### src/rtl/mem_bist_pkg.sv
// Shared types for the March C- memory BIST: FSM states and the march element table.
package mem_bist_pkg;

    localparam int unsigned NUM_ELEM = 6;
    localparam int unsigned ELEM_W   = 3;

    typedef enum logic [1:0] {
        ST_IDLE,
        ST_RUN,
        ST_DRAIN,
        ST_DONE
    } state_t;

    // One memory operation: write or read, with data bit 0 = background, 1 = inverted.
    typedef struct packed {
        logic is_wr;
        logic dbit;
    } march_op_t;

    // One march element: traversal direction, 1 or 2 ops per word, ops[0] issued first.
    typedef struct packed {
        logic            down;
        logic [1:0]      nops;
        march_op_t [1:0] ops;
    } march_elem_t;

    localparam march_op_t OP_NONE = '{is_wr: 1'b0, dbit: 1'b0};
    localparam march_op_t OP_R0   = '{is_wr: 1'b0, dbit: 1'b0};
    localparam march_op_t OP_R1   = '{is_wr: 1'b0, dbit: 1'b1};
    localparam march_op_t OP_W0   = '{is_wr: 1'b1, dbit: 1'b0};
    localparam march_op_t OP_W1   = '{is_wr: 1'b1, dbit: 1'b1};

    // March C-: up(w0) up(r0,w1) up(r1,w0) down(r0,w1) down(r1,w0) up(r0)
    function automatic march_elem_t march_elem(input logic [ELEM_W-1:0] idx);
        march_elem_t e;
        e = '0;
        case (idx)
            3'd0: e = '{down: 1'b0, nops: 2'd1, ops: {OP_NONE, OP_W0}};
            3'd1: e = '{down: 1'b0, nops: 2'd2, ops: {OP_W1, OP_R0}};
            3'd2: e = '{down: 1'b0, nops: 2'd2, ops: {OP_W0, OP_R1}};
            3'd3: e = '{down: 1'b1, nops: 2'd2, ops: {OP_W1, OP_R0}};
            3'd4: e = '{down: 1'b1, nops: 2'd2, ops: {OP_W0, OP_R1}};
            3'd5: e = '{down: 1'b0, nops: 2'd1, ops: {OP_NONE, OP_R0}};
            default: e = '0;
        endcase
        return e;
    endfunction

endpackage

### src/rtl/mem_bist_addr_gen.sv
// Word address counter for the BIST: loadable, counts up or down, flags the last word
// of the current traversal direction.
module mem_bist_addr_gen #(
    parameter int unsigned NUM_WORDS = 8192,
    parameter int unsigned WORD_W    = 13
) (
    input  logic              clk,
    input  logic              rst_i,
    input  logic              load_i,
    input  logic [WORD_W-1:0] load_val_i,
    input  logic              en_i,
    input  logic              down_i,
    output logic [WORD_W-1:0] word_o,
    output logic              last_c
);

    localparam logic [WORD_W-1:0] LAST_UP = WORD_W'(NUM_WORDS - 1);

    // Load wins over count; the element-end load stops a down count from wrapping into use.
    always_ff @(posedge clk) begin
        if (rst_i) begin
            word_o <= '0;
        end else if (load_i) begin
            word_o <= load_val_i;
        end else if (en_i) begin
            word_o <= down_i ? (word_o - WORD_W'(1)) : (word_o + WORD_W'(1));
        end
    end

    assign last_c = down_i ? (word_o == '0) : (word_o == LAST_UP);

endmodule

### src/rtl/mem_bist_ctrl.sv
// March C- BIST initiator for a single-port RAM: one access per cycle, read data checked
// one cycle after each read, first failure captured and reported.
module mem_bist_ctrl #(
    parameter int unsigned           ADDR_WIDTH = 15,
    parameter int unsigned           DATA_WIDTH = 32,
    parameter int unsigned           NUM_WORDS  = 8192,
    parameter logic [DATA_WIDTH-1:0] BG_PATTERN = '0
) (
    input  logic                  clk,
    input  logic                  rst_i,
    input  logic                  start_i,
    output logic                  busy_o,
    output logic                  done_o,
    output logic                  pass_o,
    output logic [ADDR_WIDTH-1:0] fail_addr_o,
    output logic [DATA_WIDTH-1:0] fail_data_o,
    output logic [DATA_WIDTH-1:0] fail_exp_o,
    output logic                  mem_en_o,
    output logic [ADDR_WIDTH-1:0] mem_addr_o,
    output logic                  mem_we_o,
    output logic [3:0]            mem_be_o,
    output logic [DATA_WIDTH-1:0] mem_wdata_o,
    input  logic [DATA_WIDTH-1:0] mem_rdata_i,
    output logic                  mem_bypass_o
);
    import mem_bist_pkg::*;

    localparam int unsigned       WORD_W    = (NUM_WORDS > 1) ? $clog2(NUM_WORDS) : 1;
    localparam logic [WORD_W-1:0] LAST_WORD = WORD_W'(NUM_WORDS - 1);

    state_t              state_q;
    logic [ELEM_W-1:0]   elem_q;
    logic                op_q;

    // Read pipeline: stage rd_* travels with the read access, stage chk_* lines up with rdata.
    logic                  rd_valid_q;
    logic [DATA_WIDTH-1:0] rd_exp_q;
    logic [ADDR_WIDTH-1:0] rd_addr_q;
    logic                  chk_valid_q;
    logic [DATA_WIDTH-1:0] chk_exp_q;
    logic [ADDR_WIDTH-1:0] chk_addr_q;

    logic [WORD_W-1:0]     word;
    logic                  last_word;

    march_elem_t           cur_elem;
    march_elem_t           nxt_elem;
    march_op_t             cur_op;
    logic [ELEM_W-1:0]     nxt_idx;
    logic                  last_op;
    logic                  elem_end;
    logic                  final_acc;
    logic                  mismatch;
    logic                  abort;
    logic                  issue;
    logic                  stay_drain;
    logic                  ag_load;
    logic                  ag_en;
    logic [WORD_W-1:0]     ag_val;
    logic [DATA_WIDTH-1:0] acc_data;
    logic [ADDR_WIDTH-1:0] acc_addr;

    mem_bist_addr_gen #(
        .NUM_WORDS (NUM_WORDS),
        .WORD_W    (WORD_W)
    ) u_addr_gen (
        .clk        (clk),
        .rst_i      (rst_i),
        .load_i     (ag_load),
        .load_val_i (ag_val),
        .en_i       (ag_en),
        .down_i     (cur_elem.down),
        .word_o     (word),
        .last_c     (last_word)
    );

    // Pointer (elem_q, op_q, word) always names the next access to issue.
    always_comb begin
        cur_elem   = march_elem(elem_q);
        cur_op     = cur_elem.ops[op_q];
        last_op    = (cur_elem.nops != 2'd2) || op_q;
        elem_end   = last_op && last_word;
        final_acc  = elem_end && (elem_q == ELEM_W'(NUM_ELEM - 1));
        nxt_idx    = final_acc ? '0 : (elem_q + ELEM_W'(1));
        nxt_elem   = march_elem(nxt_idx);
        mismatch   = chk_valid_q && (mem_rdata_i != chk_exp_q);
        abort      = mismatch && ((state_q == ST_RUN) || (state_q == ST_DRAIN));
        issue      = ((state_q == ST_RUN) && !mismatch) ||
                     (((state_q == ST_IDLE) || (state_q == ST_DONE)) && start_i);
        stay_drain = (state_q == ST_DRAIN) && !mismatch && rd_valid_q;
        ag_load    = (issue && elem_end) || abort;
        ag_val     = (abort || !nxt_elem.down) ? '0 : LAST_WORD;
        ag_en      = issue && last_op && !last_word;
        acc_data   = cur_op.dbit ? ~BG_PATTERN : BG_PATTERN;
        acc_addr   = ADDR_WIDTH'({word, 2'b00});
    end

    always_ff @(posedge clk) begin
        if (rst_i) begin
            state_q     <= ST_IDLE;
            elem_q      <= '0;
            op_q        <= 1'b0;
            rd_valid_q  <= 1'b0;
            rd_exp_q    <= '0;
            rd_addr_q   <= '0;
            chk_valid_q <= 1'b0;
            chk_exp_q   <= '0;
            chk_addr_q  <= '0;
            busy_o      <= 1'b0;
            done_o      <= 1'b0;
            pass_o      <= 1'b0;
            fail_addr_o <= '0;
            fail_data_o <= '0;
            fail_exp_o  <= '0;
            mem_en_o    <= 1'b0;
            mem_addr_o  <= '0;
            mem_we_o    <= 1'b0;
            mem_be_o    <= 4'h0;
            mem_wdata_o <= '0;
        end else begin
            chk_valid_q <= rd_valid_q;
            chk_exp_q   <= rd_exp_q;
            chk_addr_q  <= rd_addr_q;

            if (issue) begin
                mem_en_o    <= 1'b1;
                mem_we_o    <= cur_op.is_wr;
                mem_be_o    <= 4'hF;
                mem_addr_o  <= acc_addr;
                mem_wdata_o <= cur_op.is_wr ? acc_data : '0;
                rd_valid_q  <= !cur_op.is_wr;
                rd_exp_q    <= acc_data;
                rd_addr_q   <= acc_addr;
                op_q        <= !last_op;
                if (elem_end) begin
                    elem_q <= nxt_idx;
                end
            end else begin
                mem_en_o    <= 1'b0;
                mem_we_o    <= 1'b0;
                mem_be_o    <= stay_drain ? 4'hF : 4'h0;
                mem_wdata_o <= '0;
                rd_valid_q  <= 1'b0;
            end

            case (state_q)
                ST_IDLE, ST_DONE: begin
                    if (start_i) begin
                        state_q     <= ST_RUN;
                        busy_o      <= 1'b1;
                        done_o      <= 1'b0;
                        pass_o      <= 1'b0;
                        fail_addr_o <= '0;
                        fail_data_o <= '0;
                        fail_exp_o  <= '0;
                    end
                end
                ST_RUN: begin
                    if (final_acc && !mismatch) begin
                        state_q <= ST_DRAIN;
                    end
                end
                ST_DRAIN: begin
                    if (!mismatch && !rd_valid_q) begin
                        state_q <= ST_DONE;
                        busy_o  <= 1'b0;
                        done_o  <= 1'b1;
                        pass_o  <= 1'b1;
                    end
                end
                default: state_q <= ST_IDLE;
            endcase

            // First mismatch ends the test; in-flight accesses are dropped.
            if (abort) begin
                state_q     <= ST_DONE;
                busy_o      <= 1'b0;
                done_o      <= 1'b1;
                pass_o      <= 1'b0;
                fail_addr_o <= chk_addr_q;
                fail_data_o <= mem_rdata_i;
                fail_exp_o  <= chk_exp_q;
                elem_q      <= '0;
                op_q        <= 1'b0;
                rd_valid_q  <= 1'b0;
                chk_valid_q <= 1'b0;
            end
        end
    end

    assign mem_bypass_o = 1'b0;

endmodule
### config.mk
export PLATFORM = sky130hd
export DESIGN_NAME = mem_bist_ctrl
export DESIGN_NICKNAME = d
export VERILOG_FILES = /design/src/rtl/mem_bist_pkg.sv /design/src/rtl/mem_bist_addr_gen.sv /design/src/rtl/mem_bist_ctrl.sv
export SDC_FILE = /design/constraint.sdc
export NUM_CORES = 1
export LEC_CHECK = 0
export ABC_AREA = 1
export BUFFER_PORTS_ARGS = -buffer_cell sky130_fd_sc_hd__buf_2
export CAP_MARGIN = 20
export CORE_ASPECT_RATIO = 0.5
export CORE_UTILIZATION = 56
export CTS_CLUSTER_DIAMETER = 80
export DETAILED_ROUTE_END_ITERATION = 6
export PLACE_DENSITY_LB_ADDON = 0.1
export SLEW_MARGIN = 20
export SYNTH_ARGS = -nofsm -noshare
export SYNTH_HDL_FRONTEND = slang
export SYNTH_SLANG_ARGS = --single-unit
### constraint.sdc
create_clock -name clk -period 6.66 [get_ports clk]
set_input_delay 1.332 -clock clk [delete_from_list [all_inputs] [get_ports clk]]
set_output_delay 1.332 -clock clk [all_outputs]
set_load 0.05 [all_outputs]
==> flow_summary.ini <==
[power]
power_density_mw_per_mm2 = 386.6
power.leakage_nw = 3.004
irDropWorstVdd_mv = 0.1962

[floorplan]
io_pins = 171
core-area_sq_mm = 0.009540
fp.dieW_um = 142.7
die_y_um = 72.35
die-area_sq_mm = 0.01032
start_util = 0.5810
fp-row-count = 25

[clock_network]
postCtsSetupBuffers = 0
clkSinkCount = 102
ctsRootBufferMaster = clkbuf_16
cts_tree = yes
cts-resized-gates = 0
htree_levels = 3
cts_made_buffers = 9
clk_latency_ps = 340
cts_buffer_depth = 2
hold_buffers = 0
clk_pin_slew_ps = 60

[placement]
dpl.hpwl_mm = 9.044
port-buffer-count = 165
gp_congestion = 0.8056
place_inst = 940

[critical_path]
timing.rr.end = u_addr_gen.word_o[12]$_SDFFE_PP0P_
crit_end = u_addr_gen.word_o[12]$_SDFFE_PP0P_
timing_worst_setup_path_type = in -> reg
required_ps = 6900
worstSetupStartpoint = mem_rdata_i[23]
ff2ff_path_depth = 15
regToRegSetupSlack_ps = 3460
end_kind = register
cp-start-kind = primary input
cp_max_fo = 48
cp.arrival_ps = 3990
r2r-start = chk_exp_q[30]$_SDFF_PP0_

[grt]
overflow = 0
grt_pass1_wl_mm = 20.67
antenna_found_initial = 0
grt_max_degree = 63
grt_use_total = 0.2522
grt_pass1_vias = 4383

[yosys]
yosys-top-cells-area = dfxtp_1 37%, buf_4 10%, a21oi_1 7.2%
yosysWarnings = 0
yosys.area.top_type = dfxtp_1
synth_ff_type = dfxtp_1
synth_edf_count = 0
synthArstFlopShare = 0
yosysSeqAreaShare = 0.3684
synthMostInstantiatedCell = dfxtp_1
ys_ff_latch = 102
synth_commonest_cells = 102 x dfxtp_1, 81 x nand2_1, 80 x a21oi_1
netlist-cell-type-count = 38
syn_inst = 742
avgSynthCellArea_sq_um = 7.470
synth_top_area_share = 0.3684
syn_area_sq_mm = 0.005543

[timing]
final.setup_skew_ps = 4.242
slew_headroom = 0.5042
fmax_ghz = 0.2665
drv_slew = 0
min_period_ps = 3752
worstMarginPinSlew_ps = 742.8
hold_violations = 0
setup_tns_ps = 0
finalCritPeriodShare = 0.5634
rsz0062_at_grt = no
finalSetupViolCount = 0

[outcome]
status = completed

[routing]
viasPerCell = 5.192
wl_per_cell_um = 13.31
drtAntennaViolNets = 0
dr.first_iter.drc_count = 293
drt-pass1-iter-count = 5
routed_wl_mm = 12.72
drc = 0
vias = 4964

[finish]
final_net_count = 871
instances_no_fill = 956
antenna_cells = 0
synthToLayoutAreaGrowth_pct = 11.22
drive_gt1_frac = 0.2692
final_util = 0.6462

[min_path]
min_path_type = reg -> reg

[job]
maxCapViolCount = 0
-- routing by layer --
metal | up-vias | track usage | part of all wire
met3 | 19 | 0.06337 | 0.050
met5 | - | 0 | 0
li1 | 2539 | - | -
met2 | 129 | 0.4276 | 0.47
met4 | 0 | 0.07049 | 0.016
met1 | 2277 | 0.3214 | 0.46
-- report_power, final --
group          internal (mW)  total (mW)  switching [mW]
combinational          0.275        1.08           0.807
sequential             0.717       0.787          0.0709
clock                  0.302       0.514           0.212
total                   1.29        2.38            1.09
-- layout by cell type, fill, tap and decap left out, types with 6 or more instances in the layout --
master       n
xor2_1       9
nand3b_1     6
nor2_2      21
clkbuf_16    9
ha_1        19
buf_2      165
nor3_1       7
nand4_1     50
a21oi_1     80
nor2_1      79
nand2_4      8
o21ai_0      9
inv_1       55
dfxtp_1    102
nand2_1     81
nand3_1     76
-- cell families after synthesis --
kind of cell | after synthesis | share of synthesized area
xor+xnor | 11 | 0.01738
flops | 102 | 0.3684
buf+inv | 171 | 0.1713
compound gates | 98 | 0.09255
fa+ha+maj | 20 | 0.04650
other cells | 1 | 0.0006766
simple gates | 339 | 0.3032
-- flip-flops by register name, indices dropped and copies added, names as in the netlist, 2 cells and up --
register	cells
fail_addr_o	13
u_addr_gen.word_o	13
rd_addr_q	13
chk_addr_q	13
state_q	2
fail_data_o	32
elem_q	3
-- through the flow --
stage	cell area (sq um)	setup slack [ps]	total power [mW]	hold WS (ps)
floorplan	5558	3864	1.729	400.0
global placement	5871	2623	1.866	426.9
detailed placement	5871	2582	1.876	428.2
CTS	6165	2952	2.391	437.5
global route	6165	2681	2.538	457.5
finish	6165	2908	2.384	434.7
-- worst min path at each step --
stage	startpoint	end	cells past startpoint
floorplan	rd_exp_q[30]$_SDFFE_PP0N_	chk_exp_q[30]$_SDFF_PP0_	2
global placement	rd_addr_q[3]$_SDFFE_PP0N_	chk_addr_q[3]$_SDFF_PP0_	2
detailed placement	rd_addr_q[13]$_SDFFE_PP0N_	chk_addr_q[13]$_SDFF_PP0_	2
CTS	rd_addr_q[13]$_SDFFE_PP0N_	chk_addr_q[13]$_SDFF_PP0_	2
global route	rd_addr_q[13]$_SDFFE_PP0N_	chk_addr_q[13]$_SDFF_PP0_	2
finish	rd_addr_q[3]$_SDFFE_PP0N_	chk_addr_q[3]$_SDFF_PP0_	2
-- critical path, stage by stage --
cell and delay, ps:
buf_2 120, nand3_1 90, nand3b_1 110, nand2_1 60
nand2_1 80, inv_2 50, nand2_4 380, nand3_2 700
buf_4 510, nand2_1 100, inv_1 50, nand3_2 70
nand2_4 140, nor2_2 150, nor2_2 30
-- final cells by class --
type | instances | area [sq um]
fillers | 871 | 3376
multi-input cells | 473 | 2571
flip-flops and latches | 102 | 2042
repair buffers | 170 | 863.3
clock buffers | 13 | 250.2
inverters | 60 | 225.2
well taps | 135 | 168.9
clock inverters | 3 | 43.79
(Power assumes the default switching activity.)
